File: src/rtl/bus_command_pkg.sv
// Shared types for the 8288-style bus command generator: CPU status codes,
// sequencer states and the code-class helper used by the decode.
package bus_command_pkg;

  typedef enum logic [2:0] {
    STATUS_INTA       = 3'b000,
    STATUS_IO_READ    = 3'b001,
    STATUS_IO_WRITE   = 3'b010,
    STATUS_HALT       = 3'b011,
    STATUS_CODE_FETCH = 3'b100,
    STATUS_MEM_READ   = 3'b101,
    STATUS_MEM_WRITE  = 3'b110,
    STATUS_PASSIVE    = 3'b111
  } status_t;

  // Raw bit pattern of the passive status, for comparison against the CPU pins.
  localparam logic [2:0] PASSIVE_CODE = 3'b111;

  typedef enum logic [2:0] {
    ST_IDLE,
    ST_T1,
    ST_T2,
    ST_T3,
    ST_TW,
    ST_T4
  } state_t;

  function automatic logic is_write_code(input status_t code);
    return (code == STATUS_IO_WRITE) || (code == STATUS_MEM_WRITE);
  endfunction

endpackage

File: src/rtl/bus_command_generator.sv
// 8288-style bus controller: decodes S2..S0 into ALE, DT/R#, DEN and command strobes.
// Optional macro ADVANCED_WRITE_EN moves write strobe assertion from T3 to T2.
module bus_command_generator
  import bus_command_pkg::*;
#(
  parameter int WAIT_TIMEOUT = 1023,
  parameter int TIMER_WIDTH  = 10
) (
  input  logic       clock,
  input  logic       reset,
  input  logic [2:0] processor_status,
  input  logic       processor_ready,
  input  logic       address_enable_n,
  output logic       address_latch_enable,
  output logic       processor_transmit_or_receive_n,
  output logic       data_enable,
  output logic       io_read_n,
  output logic       io_write_n,
  output logic       memory_read_n,
  output logic       memory_write_n,
  output logic       interrupt_acknowledge_n,
  output logic       bus_cycle_active,
  output logic       halt_detected,
  output logic       bus_timeout
);

  localparam logic                   TIMEOUT_ON   = (WAIT_TIMEOUT != 0);
  localparam logic [TIMER_WIDTH-1:0] TIMEOUT_LAST = TIMER_WIDTH'(WAIT_TIMEOUT - 1);

  state_t                 state, next_state;
  status_t                code, code_next;
  logic [2:0]             prev_status;
  logic [TIMER_WIDTH-1:0] wait_count;
  logic                   start, timeout_hit, timeout_fire;
  logic                   read_phase, write_phase;

  logic ale_d, dtr_d, den_d, bca_d, halt_d;
  logic io_read_d, io_write_d, mem_read_d, mem_write_d, inta_d;

  logic ale_p1, dtr_p1, den_p1, bca_p1, halt_p1, timeout_p1;
  logic io_read_p1, io_write_p1, mem_read_p1, mem_write_p1, inta_p1;

  always_comb begin
    start        = (processor_status != PASSIVE_CODE) && (prev_status == PASSIVE_CODE) &&
                   ((state == ST_IDLE) || (state == ST_T4));
    code_next    = start ? status_t'(processor_status) : code;
    timeout_hit  = TIMEOUT_ON && (wait_count == TIMEOUT_LAST);
    timeout_fire = 1'b0;
    next_state   = state;

    // READY wins over the timeout when both land on the same Tw clock.
    case (state)
      ST_IDLE: if (start) next_state = ST_T1;
      ST_T1:   next_state = (code == STATUS_HALT) ? ST_IDLE : ST_T2;
      ST_T2:   next_state = ST_T3;
      ST_T3:   next_state = processor_ready ? ST_T4 : ST_TW;
      ST_TW: begin
        if (processor_ready) begin
          next_state = ST_T4;
        end else if (timeout_hit) begin
          next_state   = ST_T4;
          timeout_fire = 1'b1;
        end
      end
      ST_T4:   next_state = start ? ST_T1 : ST_IDLE;
      default: next_state = ST_IDLE;
    endcase

    read_phase = (next_state == ST_T2) || (next_state == ST_T3) || (next_state == ST_TW);
`ifdef ADVANCED_WRITE_EN
    write_phase = read_phase;
`else
    write_phase = (next_state == ST_T3) || (next_state == ST_TW);
`endif

    // Output registers are loaded with the value for the state being entered.
    ale_d       = (next_state == ST_T1);
    dtr_d       = (next_state == ST_T1) ? is_write_code(code_next) : dtr_p1;
    den_d       = read_phase && (code_next != STATUS_HALT);
    bca_d       = (next_state != ST_IDLE);
    halt_d      = (next_state == ST_T1) && (code_next == STATUS_HALT);
    io_read_d   = read_phase && (code_next == STATUS_IO_READ);
    mem_read_d  = read_phase && ((code_next == STATUS_MEM_READ) ||
                                 (code_next == STATUS_CODE_FETCH));
    inta_d      = read_phase && (code_next == STATUS_INTA);
    io_write_d  = write_phase && (code_next == STATUS_IO_WRITE);
    mem_write_d = write_phase && (code_next == STATUS_MEM_WRITE);
  end

  // Stage p1: state, wait counter and registered bus outputs.
  always_ff @(posedge clock) begin
    code <= code_next;
    if (reset) begin
      state        <= ST_IDLE;
      prev_status  <= PASSIVE_CODE;
      wait_count   <= '0;
      ale_p1       <= 1'b0;
      dtr_p1       <= 1'b0;
      den_p1       <= 1'b0;
      bca_p1       <= 1'b0;
      halt_p1      <= 1'b0;
      timeout_p1   <= 1'b0;
      io_read_p1   <= 1'b0;
      io_write_p1  <= 1'b0;
      mem_read_p1  <= 1'b0;
      mem_write_p1 <= 1'b0;
      inta_p1      <= 1'b0;
    end else begin
      state       <= next_state;
      prev_status <= processor_status;
      if (next_state == ST_T1) begin
        wait_count <= '0;
      end else if (state == ST_TW) begin
        wait_count <= wait_count + 1'b1;
      end
      ale_p1       <= ale_d;
      dtr_p1       <= dtr_d;
      den_p1       <= den_d;
      bca_p1       <= bca_d;
      halt_p1      <= halt_d;
      timeout_p1   <= timeout_fire;
      io_read_p1   <= io_read_d;
      io_write_p1  <= io_write_d;
      mem_read_p1  <= mem_read_d;
      mem_write_p1 <= mem_write_d;
      inta_p1      <= inta_d;
    end
  end

  // DMA ownership gates ALE and every command strobe without disturbing the sequencer.
  assign address_latch_enable            = ale_p1 & address_enable_n;
  assign processor_transmit_or_receive_n = dtr_p1;
  assign data_enable                     = den_p1;
  assign bus_cycle_active                = bca_p1;
  assign halt_detected                   = halt_p1;
  assign bus_timeout                     = timeout_p1;
  assign io_read_n                       = ~(io_read_p1 & address_enable_n);
  assign io_write_n                      = ~(io_write_p1 & address_enable_n);
  assign memory_read_n                   = ~(mem_read_p1 & address_enable_n);
  assign memory_write_n                  = ~(mem_write_p1 & address_enable_n);
  assign interrupt_acknowledge_n         = ~(inta_p1 & address_enable_n);

endmodule

File: config.mk
export PLATFORM = sky130hd
export DESIGN_NAME = bus_command_generator
export DESIGN_NICKNAME = d
export VERILOG_FILES = /design/src/rtl/bus_command_pkg.sv /design/src/rtl/bus_command_generator.sv
export SDC_FILE = /design/constraint.sdc
export NUM_CORES = 1
export LEC_CHECK = 0
export ABC_AREA = 0
export CORE_AREA = 2 2 56 58
export CTS_CLUSTER_DIAMETER = 150
export CTS_CLUSTER_SIZE = 30
export DETAILED_ROUTE_END_ITERATION = 10
export DIE_AREA = 0 0 58 60
export PLACE_DENSITY = 0.69
export SYNTH_ARGS = -nofsm -noshare
export SYNTH_HDL_FRONTEND = slang
export SYNTH_SLANG_ARGS = --single-unit
File: constraint.sdc
create_clock -name clock -period 2.45 [get_ports clock]
set_clock_uncertainty 0.2 [all_clocks]
set_input_delay 0.49 -clock clock [delete_from_list [all_inputs] [get_ports clock]]
set_output_delay 0.49 -clock clock [all_outputs]
set_load 0.05 [all_outputs]
==> flow_summary_export.csv <==
group,metric,value,unit
sta,setup_violations,0,
clock_tree,postCtsResizedCells,0,
global_routing,wire_length_of_the_first_global_routing_pass,4374,um
sta,slew_headroom,63.35,%
synthesis,netlist_area,0.001325,sq mm
clock_tree,clk_root_buffer_cell,"sky130_fd_sc_hd__clkbuf_4",
routing,initialDrtViolationCount,16,
routing,wire_per_inst,12.55,um
clock_tree,tritoncts,"yes",
synthesis,synth_top_cell_by_area,"sky130_fd_sc_hd__dfxtp_1",
pwr,power.static_leakage,0.6421,nW
sta,worst_pin_slew,0.5447,ns
die,die_area,0.003480,sq mm
die,initial_utilization,45.65,%
placed_design,instance_area_at_placement,0.001613,sq mm
sta,final_period_utilization,88.55,%
synthesis,post_synth.cell_area_avg,9.266,sq um
global_routing,pin_count_of_the_biggest_net_entering_global_routing,14,
status,status,"complete, no violations",
routing,detail_route.drc_violations,0,
critical_path,critical_path.endpoint_type,"primary output",
sta,fmax,461.0,MHz
placed_design,detailed_placer_s_ending_hpwl,1871,um
pwr,ir_drop_worst_case_vdd,502.9,uV
pwr,power_density_of_the_placed_cells,672.3,mW/mm^2
synthesis,synth_top_area_share,45.33,%
critical_path,critical_path.slowest_cell,"sky130_fd_sc_hd__clkdlybuf4s50_1",
routing,avgViaCountPerCell,5.099,
critical_path,critPathTopFamily,"buffers and inverters",
final_layout,mostFrequentLayoutCells,"sky130_fd_sc_hd__dfxtp_1, sky130_fd_sc_hd__nor2_1, sky130_fd_sc_hd__nand2_1, sky130_fd_sc_hd__clkdlybuf4s50_1, sky130_fd_sc_hd__inv_1",
final_layout,post-route-cell-area,0.001673,sq mm
critical_path,r2r_setup_slack,0.40,ns
final_layout,num_antenna_cells,0,
critical_path,crit_fanout,2,
sta,fin_crit,2.169,ns
final_layout,finish.net_count,177,
die,boundaryPins,18,
global_routing,grtUsageTotal,16.89,%
clock_tree,cts.path.max_buffers,2,
clock_tree,cts_num_sinks,30,
hold_path,min_path_type,"register to register",
sta,final-max-slew-violation-count,0,
clock_tree,htree_num_levels,2,
critical_path,critical_path_s_largest_stage_delay,0.81,ns
critical_path,worstPathBufferInverterCount,1,
clock_tree,cts_hold_repair.buffers,0,
run,max-cap-violations,0,
sta,rsz_0062_raised_after_global_routing,"false",
synthesis,synth_top_cells_by_area,"sky130_fd_sc_hd__dfxtp_1, sky130_fd_sc_hd__nor2_1, sky130_fd_sc_hd__xnor2_1, sky130_fd_sc_hd__nand2_1, sky130_fd_sc_hd__nor4_2",
critical_path,cells_along_the_critical_path,"clkdlybuf4s50_1",
final_layout,layout_commonest_cell,"sky130_fd_sc_hd__dfxtp_1",
die,die_h,60,um
synthesis,post_synth_inst_count,143,
synthesis,synth-seq-cells,30,
sta,finalHoldViolCount,0,
sta,worst_hold_slack,0.3499,ns
synthesis,synth_seq_area_share,45.33,%
final_layout,post-route-util,57.63,%
critical_path,timing.critical_path.arrival,1.48,ns
global_routing,grt_overflow,0,
synthesis,syn_nets,152,
clock_tree,post_cts_buffers,0,
routing,ant_nets,0,
placed_design,port-buffer-count,17,
critical_path,start_kind,"register",
global_routing,initial_antenna_violation_count,0,
routing,total_via_count_after_detailed_routing,1030,
die,core_area,0.002903,sq mm
global_routing,vias_in_the_first_global_route,1045,
synthesis,synth.lib_cells_used.distinct,40,
synthesis,synth.yosys.warnings,0,
die,fp-row-count,20,
routing,drt_pass1_iterations,4,
critical_path,path_class,"register to primary output",
die,die_x,58,um
routing,detail_route.wirelength,2535,um
clock_tree,insertion_delay,0.32,ns
clock_tree,cts.clk_slew.worst_paths,0.09,ns
placed_design,place.gp.congestion,0.8334,
clock_tree,tritoncts.num_buffers,5,
final_layout,area_growth_from_synthesis_to_final_layout,26.25,%
final_layout,proportion_of_layout_cells_with_a_drive_suffix_above_1,21.30,%
critical_path,worst_ep_required_time,1.76,ns
metrics by stage:
step	TNS (ns)	total power, mW	worst slack, ns	cells
detailed placement	-0.04704	0.8316	-0.02404	194
global placement	0	0.8226	0.06977	194
floorplan	0	0.7483	0.5135	143
CTS	0	1.138	0.2575	202
global route	0	1.184	0.1843	202
finish	0	1.125	0.2806	202
power by group:
group / switching, mW / internal (mW)
combinational: 0.147 / 0.119
sequential: 0.0296 / 0.526
clock: 0.164 / 0.139
total: 0.341 / 0.784
synth_stat cells (all sizes together):
| library cell | number |
|---|---|
| dfxtp | 30 |
| nor2 | 20 |
| nand2 | 11 |
| inv | 10 |
| nor4 | 7 |
| xnor2 | 6 |
| buf | 5 |
| or2 | 5 |
| nand2b | 4 |
| xor2 | 4 |
| a211oi | 3 |
| a21oi | 3 |
| nand3 | 3 |
| nand4 | 3 |
| nor2b | 3 |
| clkbuf | 2 |
| ha | 2 |
| mux2i | 2 |
| nand3b | 2 |
| nor3 | 2 |
| nor3b | 2 |
| nor4b | 2 |
| o21ai | 2 |
| a21boi | 1 |
| a21o | 1 |
| a31oi | 1 |
| and2 | 1 |
| and3 | 1 |
| mux2 | 1 |
| nand4bb | 1 |
| o22a | 1 |
| o22ai | 1 |
| or3 | 1 |
flip-flops by register name, summed over array words and instances, names as in the netlist, 3 cells and up:
signal,flops
code,3
prev_status,3
state,3
wait_count,10
layout make-up:
cell class / instances / area (sq um)
clock buffers: 7 / 55.05
clock inverters: 1 / 5.005
fillers: 262 / 1230
inverters: 10 / 37.54
multi-input cells: 96 / 643.1
flip-flops and latches: 30 / 600.6
well taps: 33 / 41.29
repair buffers: 25 / 290.3
kinds of logic (layout without fill, tap and decap cells):
logic type / after synthesis / after routing / share of synthesized area [%]
flops: 30 / 30 / 45.33
simple gates: 68 / 68 / 30.22
compound gates: 13 / 13 / 6.610
buf+inv: 17 / 43 / 6.137
mux: 3 / 3 / 2.644
xor+xnor: 10 / 10 / 7.177
fa+ha+maj: 2 / 2 / 1.888
final timing paths:
path | from | endpoint | cells past startpoint
setup / recovery | processor_transmit_or_receive_n | processor_transmit_or_receive_n | 1
hold / removal | wait_count[9] | wait_count[9] | 2
setup reg to reg | state[0] | data_enable | 5
hold reg to reg | wait_count[9] | wait_count[9] | 2
routing by layer:
metal | wire length, um | vias to the layer above | track usage (%)
met3 | 98 | 7 | 5.844
met5 | 0 | - | 0
met4 | 41 | 0 | 8.306
met2 | 1291 | 22 | 29.06
li1 | - | 525 | -
met1 | 1104 | 476 | 18.56
Note: power is estimated with default switching activity, not from simulation.
